==> src/rtl/fp_add_sched_pkg.sv <==
// fp_add_sched_pkg
// Shared types and constants for the shared-adder scheduler slice.
//   FP_W    : single-precision word width
//   RM_W    : rounding-mode width
//   TAG_IDW : requester-ID width carried in the tag pipeline (covers up to
//             16 requesters; narrower configurations use the low bits)
//   fp32_t  : IEEE single-precision word {sign, exp, man}
//   tag_t   : one tag-pipeline stage {valid, requester id}
package fp_add_sched_pkg;

  localparam int FP_W    = 32;
  localparam int RM_W    = 3;
  localparam int TAG_IDW = 4;

  typedef struct packed {
    logic        sign;
    logic [7:0]  exp;
    logic [22:0] man;
  } fp32_t;

  typedef struct packed {
    logic               v;
    logic [TAG_IDW-1:0] id;
  } tag_t;

endpackage

==> src/rtl/fp_add_rr_arb.sv <==
// fp_add_rr_arb
// Purely combinational round-robin arbiter. Priority starts at requester
// 'ptr' and ascends modulo N; the first requesting index wins.
//   req   in  N    request vector
//   ptr   in  IDW  highest-priority index this cycle
//   en    in  1    when low, nothing is granted
//   grant out N    one-hot grant, or zero
//   gidx  out IDW  index of the granted requester (0 when none)
module fp_add_rr_arb
  import fp_add_sched_pkg::*;
#(
  parameter int N   = 4,
  parameter int IDW = $clog2(N)
) (
  input  logic [N-1:0]   req,
  input  logic [IDW-1:0] ptr,
  input  logic           en,
  output logic [N-1:0]   grant,
  output logic [IDW-1:0] gidx
);

  // Walk the requesters starting at ptr, wrapping at N, and take the first
  // one found. 'found' keeps later matches from overriding the winner.
  always_comb begin
    int   idx;
    logic found;
    grant = '0;
    gidx  = '0;
    found = 1'b0;
    idx   = 0;
    for (int k = 0; k < N; k++) begin
      idx = int'(ptr) + k;
      if (idx >= N) idx = idx - N;
      if (en && !found && req[idx]) begin
        found      = 1'b1;
        grant[idx] = 1'b1;
        gidx       = IDW'(idx);
      end
    end
  end

endmodule

==> src/rtl/fp_add_sched.sv <==
// fp_add_sched
// Shares one pipelined single-precision adder between NREQ requesters.
// Issues at most one operand pair per cycle (round-robin), carries the
// requester ID alongside the adder through a LAT-deep tag pipeline, and
// returns results on a single ID-tagged response channel. Response
// backpressure stalls the adder and the tag pipeline together.
//   aclk, arst_n        clock, asynchronous active-low reset
//   req_valid/req_ready per-requester handshake
//   req_a/req_b/req_rm  per-requester operands and rounding mode
//   add_a/add_b/add_rm  operands to the shared adder
//   add_stall           freezes the adder's pipeline
//   add_x               adder result
//   rsp_valid/rsp_ready response handshake
//   rsp_id/rsp_data     originating requester and result
//   busy                any operation in flight
//   stall_cnt           saturating count of stalled cycles
module fp_add_sched
  import fp_add_sched_pkg::*;
#(
  parameter int NREQ = 4,
  parameter int LAT  = 1,
  parameter int IDW  = $clog2(NREQ)
) (
  input  logic                 aclk,
  input  logic                 arst_n,
  input  logic [NREQ-1:0]      req_valid,
  output logic [NREQ-1:0]      req_ready,
  input  logic [NREQ*FP_W-1:0] req_a,
  input  logic [NREQ*FP_W-1:0] req_b,
  input  logic [NREQ*RM_W-1:0] req_rm,
  output logic [FP_W-1:0]      add_a,
  output logic [FP_W-1:0]      add_b,
  output logic [RM_W-1:0]      add_rm,
  output logic                 add_stall,
  input  logic [FP_W-1:0]      add_x,
  output logic                 rsp_valid,
  input  logic                 rsp_ready,
  output logic [IDW-1:0]       rsp_id,
  output logic [FP_W-1:0]      rsp_data,
  output logic                 busy,
  output logic [15:0]          stall_cnt
);

  logic            stall;
  logic            accept;
  logic [NREQ-1:0] grant;
  logic [IDW-1:0]  gidx;
  logic [IDW-1:0]  ptr;
  tag_t            pipe [LAT];
  fp32_t           op_a;
  fp32_t           op_b;
  logic [RM_W-1:0] op_rm;

  // A valid head that the consumer refuses freezes everything; there is
  // no skid buffer, so nothing may be accepted in that cycle either.
  assign stall     = pipe[LAT-1].v & ~rsp_ready;
  assign add_stall = stall;

  fp_add_rr_arb #(
    .N   (NREQ),
    .IDW (IDW)
  ) u_arb (
    .req   (req_valid),
    .ptr   (ptr),
    .en    (~stall),
    .grant (grant),
    .gidx  (gidx)
  );

  assign req_ready = grant & {NREQ{~stall}};
  assign accept    = |req_ready;

  // Operand mux: zeros unless a requester is granted this cycle.
  always_comb begin
    op_a  = '0;
    op_b  = '0;
    op_rm = '0;
    for (int i = 0; i < NREQ; i++) begin
      if (req_ready[i]) begin
        op_a  = req_a[FP_W*i +: FP_W];
        op_b  = req_b[FP_W*i +: FP_W];
        op_rm = req_rm[RM_W*i +: RM_W];
      end
    end
  end

  assign add_a  = op_a;
  assign add_b  = op_b;
  assign add_rm = op_rm;

  // Pointer moves just past the requester that was accepted.
  always_ff @(posedge aclk or negedge arst_n) begin
    if (!arst_n) begin
      ptr <= '0;
    end else if (accept) begin
      if (gidx == IDW'(NREQ - 1)) ptr <= '0;
      else                        ptr <= gidx + 1'b1;
    end
  end

  // Tag pipeline runs in lock-step with the adder's enable, so the tag at
  // the last stage always describes the current add_x.
  always_ff @(posedge aclk or negedge arst_n) begin
    if (!arst_n) begin
      for (int i = 0; i < LAT; i++) pipe[i] <= '0;
    end else if (!stall) begin
      pipe[0] <= '{v: accept, id: TAG_IDW'(gidx)};
      for (int i = 1; i < LAT; i++) pipe[i] <= pipe[i-1];
    end
  end

  assign rsp_valid = pipe[LAT-1].v;
  assign rsp_id    = IDW'(pipe[LAT-1].id);
  assign rsp_data  = add_x;

  always_comb begin
    busy = 1'b0;
    for (int i = 0; i < LAT; i++) busy = busy | pipe[i].v;
  end

  always_ff @(posedge aclk or negedge arst_n) begin
    if (!arst_n) begin
      stall_cnt <= '0;
    end else if (stall && (stall_cnt != 16'hFFFF)) begin
      stall_cnt <= stall_cnt + 16'd1;
    end
  end

endmodule

==> config.mk <==
export PLATFORM = sky130hd
export DESIGN_NAME = fp_add_sched
export DESIGN_NICKNAME = d
export VERILOG_FILES = /design/src/rtl/fp_add_sched_pkg.sv /design/src/rtl/fp_add_rr_arb.sv /design/src/rtl/fp_add_sched.sv
export SDC_FILE = /design/constraint.sdc
export NUM_CORES = 1
export LEC_CHECK = 0
export CORE_AREA = 10 10 159 161
export DETAILED_ROUTE_END_ITERATION = 6
export DIE_AREA = 0 0 169 171
export SYNTH_ARGS = -nofsm -noshare
export SYNTH_HDL_FRONTEND = slang
export SYNTH_SLANG_ARGS = --single-unit
export TNS_END_PERCENT = 30
==> constraint.sdc <==
create_clock -name aclk -period 3.7 [get_ports aclk]
set_input_delay 0.925 -clock aclk [delete_from_list [all_inputs] [get_ports aclk]]
set_output_delay 0.925 -clock aclk [all_outputs]
set_load 0.02 [all_outputs]
# Yosys cells after proc, flatten, opt, wreduce, memory -nomap -nowiden
# Cells that the tools add are included.
[op_classes]
n_addsub = 9
n_lt_le_gt_ge = 12
eq_ne = 2
mux = 48
bitwise = 7
reduce_logical = 16
[op_table]
columns = ["cell", "n"]
rows = [
  ["two-way mux 32 bit", 12],
  ["greater-or-equal comparator 32 x 1 -> 1 bit, second input constant", 4],
  ["less-than comparator 32 x 4 -> 1 bit, second input constant", 4],
  ["greater-or-equal comparator 32 x 4 -> 1 bit, second input constant", 3],
  ["subtractor 32 x 4 -> 32 bit, second input constant", 3],
  ["adder 16 x 1 -> 16 bit, second input constant", 1],
  ["two-way mux 4 bit", 4],
  ["!= test 16 bit, second input constant", 1],
  ["two-way mux 1 bit", 15],
  ["logical AND 1 bit", 12],
  ["two-way mux 3 bit", 4],
  ["bitwise OR 4 bit", 3],
  ["two-way mux 2 bit", 5],
  ["binary-select mux 1 bit (select 2 bit)", 4],
  ["demux 1 bit (select 2 bit)", 4],
  ["adder 2 x 2 -> 3 bit, second input constant", 2],
  ["AND 4 bit", 1],
  ["OR reduction 4 bit", 1],
  ["subtractor 2 x 3 -> 4 bit, second input constant", 1],
  ["adder 2 x 1 -> 3 bit, second input constant", 1],
  ["greater-or-equal comparator 2 x 3 -> 1 bit, second input constant", 1],
  ["zero test 1 bit", 3],
  ["adder 2 x 1 -> 2 bit, second input constant", 1],
  ["== test 2 bit, second input constant", 1],
  ["other kinds (2)", 3],
]
[totals]
ff_bits = 21
out_inout_bits = 124
elab_cells = 98

# Longest topological paths before layout
[logic_depth]
depth_word = 24
depth_mapped = 15
ltp_nobuf = 10

# Modules after synthesis
# Synthesis repeated with hierarchy kept, for this count alone.
[unflattened]
hier_cells = 427
area_unflattened_um2 = 3306.9
[modules_own_cells]
columns = ["mod", "instances", "cells_each", "area_per_inst_um2"]
rows = [
  ["fp_add_sched", 1, 367, 2771.4],
  ["fp_add_rr_arb", 1, 60, 535.5],
]

# Least setup slack after synthesis
# No wires, ideal clock.
[synth_timing]
path_type = "register -> output"
from = "reg ptr[0]"
to = "out add_a[10]"
arrival_ns = 3.257
slack_ns = -0.482
path_stages_with_launch = 14
n_path_buf = 5
path_cell_list = "dfrtp_1 > buf_6 > buf_4 > inv_1 > ha_1 > clkbuf_1 > mux4_2 > or3_4 > o2bb2ai_2 > nor2b_4 > buf_6 > buf_6 > a221o_1 > o221a_2"
[synth_via]
elab_chain_len = 24
word_cells_on_any_way = 72
[synth_lines]
columns = ["element", "line", "source"]
rows = [
  ["start, declared", "fp_add_sched.sv:48", "logic [IDW-1:0] ptr;"],
  ["start signal, assigned", "fp_add_sched.sv:97", "else ptr <= gidx + 1'b1;"],
  ["parallel branches: the longest is 18 deep, another holds subtractor 32 x 4 -> 32 bit", "n/a", ""],
  ["two-way mux 4 bit *", "fp_add_rr_arb.sv:34", "if (en && !found && req[idx]) begin"],
  ["AND 4 bit *", "fp_add_sched.sv:70", "assign req_ready = grant & {NREQ{~stall}};"],
  ["named net req_ready[0]", "fp_add_sched.sv:27", "output logic [NREQ-1:0] req_ready,"],
  ["two-way mux 32 bit * (4 in series)", "fp_add_sched.sv:79", "if (req_ready[i]) begin"],
  ["end, declared", "fp_add_sched.sv:31", "output logic [FP_W-1:0] add_a,"],
]
# Mark *: on every way through the listed nets, which the timed path passes. The select of a mux whose other input is x is not followed.

# Worst setup path after layout
[layout_timing]
from = "in req_valid[2]"
to = "out add_b[20]"
[layout_via]
elab_chain_len = 22
word_cells_on_any_way = 37
[layout_lines]
columns = ["element", "line", "source"]
rows = [
  ["start, declared", "fp_add_sched.sv:26", "input logic [NREQ-1:0] req_valid,"],
  ["binary-select mux 1 bit (select 2 bit)", "fp_add_rr_arb.sv:34", ""],
  ["two-way mux 1 bit (implied by the code) (2 in series)", "fp_add_rr_arb.sv:34", ""],
  ["logical AND 1 bit", "fp_add_rr_arb.sv:34", ""],
  ["two-way mux 1 bit", "fp_add_rr_arb.sv:34", ""],
  ["zero test 1 bit", "fp_add_rr_arb.sv:34", ""],
  ["logical AND 1 bit (2 in series)", "fp_add_rr_arb.sv:34", ""],
  ["two-way mux 1 bit", "fp_add_rr_arb.sv:34", ""],
  ["zero test 1 bit", "fp_add_rr_arb.sv:34", ""],
  ["logical AND 1 bit (2 in series)", "fp_add_rr_arb.sv:34", ""],
  ["two-way mux 1 bit", "fp_add_rr_arb.sv:34", ""],
  ["zero test 1 bit", "fp_add_rr_arb.sv:34", ""],
  ["logical AND 1 bit (2 in series)", "fp_add_rr_arb.sv:34", ""],
  ["two-way mux 4 bit *", "fp_add_rr_arb.sv:34", ""],
  ["AND 4 bit *", "fp_add_sched.sv:70", ""],
  ["two-way mux 32 bit (3 in series)", "fp_add_sched.sv:79", ""],
  ["two-way mux 32 bit *", "fp_add_sched.sv:79", ""],
  ["end, declared", "fp_add_sched.sv:32", "output logic [FP_W-1:0] add_b,"],
]
# Mark *: on every way between the ends. The rest lies on a longest branch, timed or not. The select of a mux whose other input is x is not followed.

==> impl_metrics.env <==
export IMPL_cp_arrival_ps=3210
export IMPL_ys_warn_count=0
export IMPL_layout_drive_gt1_share_pct=34.3
export IMPL_synth_seq_area_share_pct=15.3
export IMPL_async_flop_share_pct=100
export IMPL_violations="setup timing"
export IMPL_skew_ps=4.59
export IMPL_cts_sinks=21
export IMPL_place_area_mm2=0.00770
export IMPL_place_congestion=0.859
export IMPL_p_leak_nw=3.28
export IMPL_cp_top_family="buffers and inverters"
export IMPL_min_period_ps=4130
export IMPL_cts_buffers=3
export IMPL_vias=4892
export IMPL_outcome="finished with violations"
export IMPL_wl_per_cell_um=25.7
export IMPL_fin_util_pct=37.7
export IMPL_syn_num_nets=679
export IMPL_drc=0
export IMPL_slew_violations=0
export IMPL_design_area_mm2=0.00839
export IMPL_cts_tree="yes"
export IMPL_grt_use_total_pct=15.6
export IMPL_clockBufferDepth=2
export IMPL_min_from="rsp_id[0]"
export IMPL_required_ps=2770
export IMPL_h_tree_depth=1
export IMPL_die_area_mm2=0.0289
export IMPL_slowest_stage="mux4_2"
export IMPL_startpoint_type="input port"
export IMPL_cp_end_kind="output port"
export IMPL_viasPerCell=4.85
export IMPL_reg2reg_depth=12
export IMPL_insertedDiodeCount=0
export IMPL_setup_viol=68
export IMPL_fmax_mhz=242
export IMPL_ys_ff_latch=21
export IMPL_die_w_um=169
export IMPL_crit_chain="buf_8, mux4_2, buf_6, nor3_4, buf_4, nand2_4, a21oi_4, nand2_8, buf_4, o221a_2, buf_6"
export IMPL_ioPinCount=431
export IMPL_area_growth_pct=144
export IMPL_r2r_start="ptr[0]"
export IMPL_grt_max_degree=44
export IMPL_tightest_slew_ps=954
export IMPL_grt_pass1_wl_mm=34.7
export IMPL_slew_headroom_pct=36.2
export IMPL_cp_max_fo=9
export IMPL_ir_drop_v=0.000650
export IMPL_synth_edf_count=0
export IMPL_drtAntennaViolNets=0
export IMPL_timing_final_crit_share_pct=112
export IMPL_clockRootBuffer="clkbuf_16"
export IMPL_max_stage_delay_ps=520
export IMPL_clk_pin_slew_ps=60
export IMPL_place_ws_ps=-1260
export IMPL_first_global_vias=4972
export IMPL_synthCells=362
export IMPL_die_y_um=171
export IMPL_holdBufCountCts=0
export IMPL_hold_viol_final=0
export IMPL_clock_latency_ps=260
export IMPL_hold_class="reg -> reg"
export IMPL_max_cap_violations=0
export IMPL_hold_depth=1
export IMPL_p_per_area_mw_per_mm2=1270
export IMPL_hpwlAfterDp_mm=20.0
export IMPL_final_common_cell="clkdlybuf4s50_1"
export IMPL_core_area_mm2=0.0222
export IMPL_final_nets=1042
export IMPL_critical_path_buf_inv_count=5
export IMPL_worst_slack_ps=-432
export IMPL_synth_area_mm2=0.00344
export IMPL_final_cell_mix="290 x clkdlybuf4s50_1, 67 x a221o_1, 65 x buf_6"
export IMPL_drt_pass1_iter_count=5
export IMPL_whs_ps=495
export IMPL_io_buffers=366
export IMPL_initial_core_util_pct=15.5
export IMPL_avgSynthCellArea_um2=9.49
export IMPL_drt_iter0_drc=278
export IMPL_synth_ff_type="dfrtp_1"
export IMPL_overflow=0
export IMPL_row_count=55
export IMPL_rsz0062_at_grt="yes"
export IMPL_crit_type="in -> out"
export IMPL_r2r_end="ptr[0]"
export IMPL_whs_endpoint="rsp_id[0]"
export IMPL_routed_wl_mm=25.9
export IMPL_antenna_found_initial=2
export IMPL_yosys_cell_types_count=45
export IMPL_rrSetupSlack_ps=770
state kept, by name (all words and copies together), names as in the netlist:
signal / cells
stall_cnt: 16
ptr: 2
rsp_id: 2
busy: 1
cells by family after synthesis:
group / count (synthesis) / synth area share, %
AOI/OAI and AO/OA: 160 / 48.2
buffers and inverters: 84 / 14.8
and+or+nand+nor: 64 / 10.3
DFF: 21 / 15.3
xor gates and xnor gates: 14 / 3.57
adders and majority gates: 10 / 3.64
muxes: 9 / 4.22
what timing repair did:
action,in CTS,in global routing
setup buffers,10,14
pin swaps,11,11
gates resized for setup,431,32
gates cloned,5,5
endpoints found under the setup margin,70,68
worst register-to-register path: cells and delay by family (launching register included):
family          cells  cell delay [ps]
flops               1              400
mux                 1              330
buf+inv             4              660
simple gates        2              430
fa+ha+maj           1              230
compound gates      4              770
power breakdown:
group | internal (W) | switching, W
Clock | 0.000146 | 0.0000871
Sequential | 0.000292 | 0.0000635
Combinational | 0.00542 | 0.00466
through the flow:
stage | setup TNS [ps] | total power, W | cells
5_1_grt | -31290 | 0.0113 | 1009
3_3_place_gp | -78150 | 0.00933 | 976
3_5_place_dp | -79610 | 0.00934 | 976
6_report | -25410 | 0.0107 | 1009
4_1_cts | -25390 | 0.0105 | 995
2_1_floorplan | -12200 | 0.00576 | 362
area by class of cell:
cell class | count | area, µm²
clock buffers | 3 | 75.1
clock inverters | 1 | 7.51
fillers | 2199 | 13800
inverters | 6 | 22.5
multi-input cells | 257 | 2830
flip-flops and latches | 21 | 526
well taps | 285 | 357
repair buffers | 436 | 4570
worst max path at each step:
stage | startpoint | cells past startpoint | slack [ps] | end
CTS | req_valid[2] | 12 | -540 | add_b[1]
global route | req_valid[2] | 11 | -530 | add_b[20]
global placement | req_valid[2] | 10 | -1240 | add_a[8]
finish | req_valid[2] | 11 | -430 | add_b[20]
floorplan | req_valid[2] | 9 | -210 | add_b[15]
detailed placement | req_valid[2] | 9 | -1260 | add_a[8]
synth_stat cells, types with 4 or more instances:
master | n | area share, %
a21oi_1 | 5 | 0.73
a221o_1 | 67 | 20
a221oi_2 | 4 | 1.7
buf_2 | 23 | 3.4
buf_4 | 34 | 7.4
buf_6 | 5 | 1.6
clkbuf_1 | 16 | 1.7
dfrtp_1 | 21 | 15
ha_1 | 10 | 3.6
inv_1 | 4 | 0.44
mux4_2 | 4 | 2.6
nand2_1 | 19 | 2.1
nand3_1 | 6 | 0.87
nand4_1 | 5 | 0.91
nor2_1 | 10 | 1.1
nor2b_1 | 4 | 0.73
o21ai_1 | 4 | 0.58
o221a_2 | 67 | 22
xnor2_1 | 12 | 3.1
per-layer routing:
metal,routed length (µm),track usage (%),part of all wire [%],vias to the layer above
met5,17,0,0.066,-
met4,127,0.788,0.49,2
met3,2850,6.40,11,14
met2,12700,26.4,49,297
met1,10300,18.9,40,2342
li1,-,-,-,2237
Power figures use the tool's default switching activity.
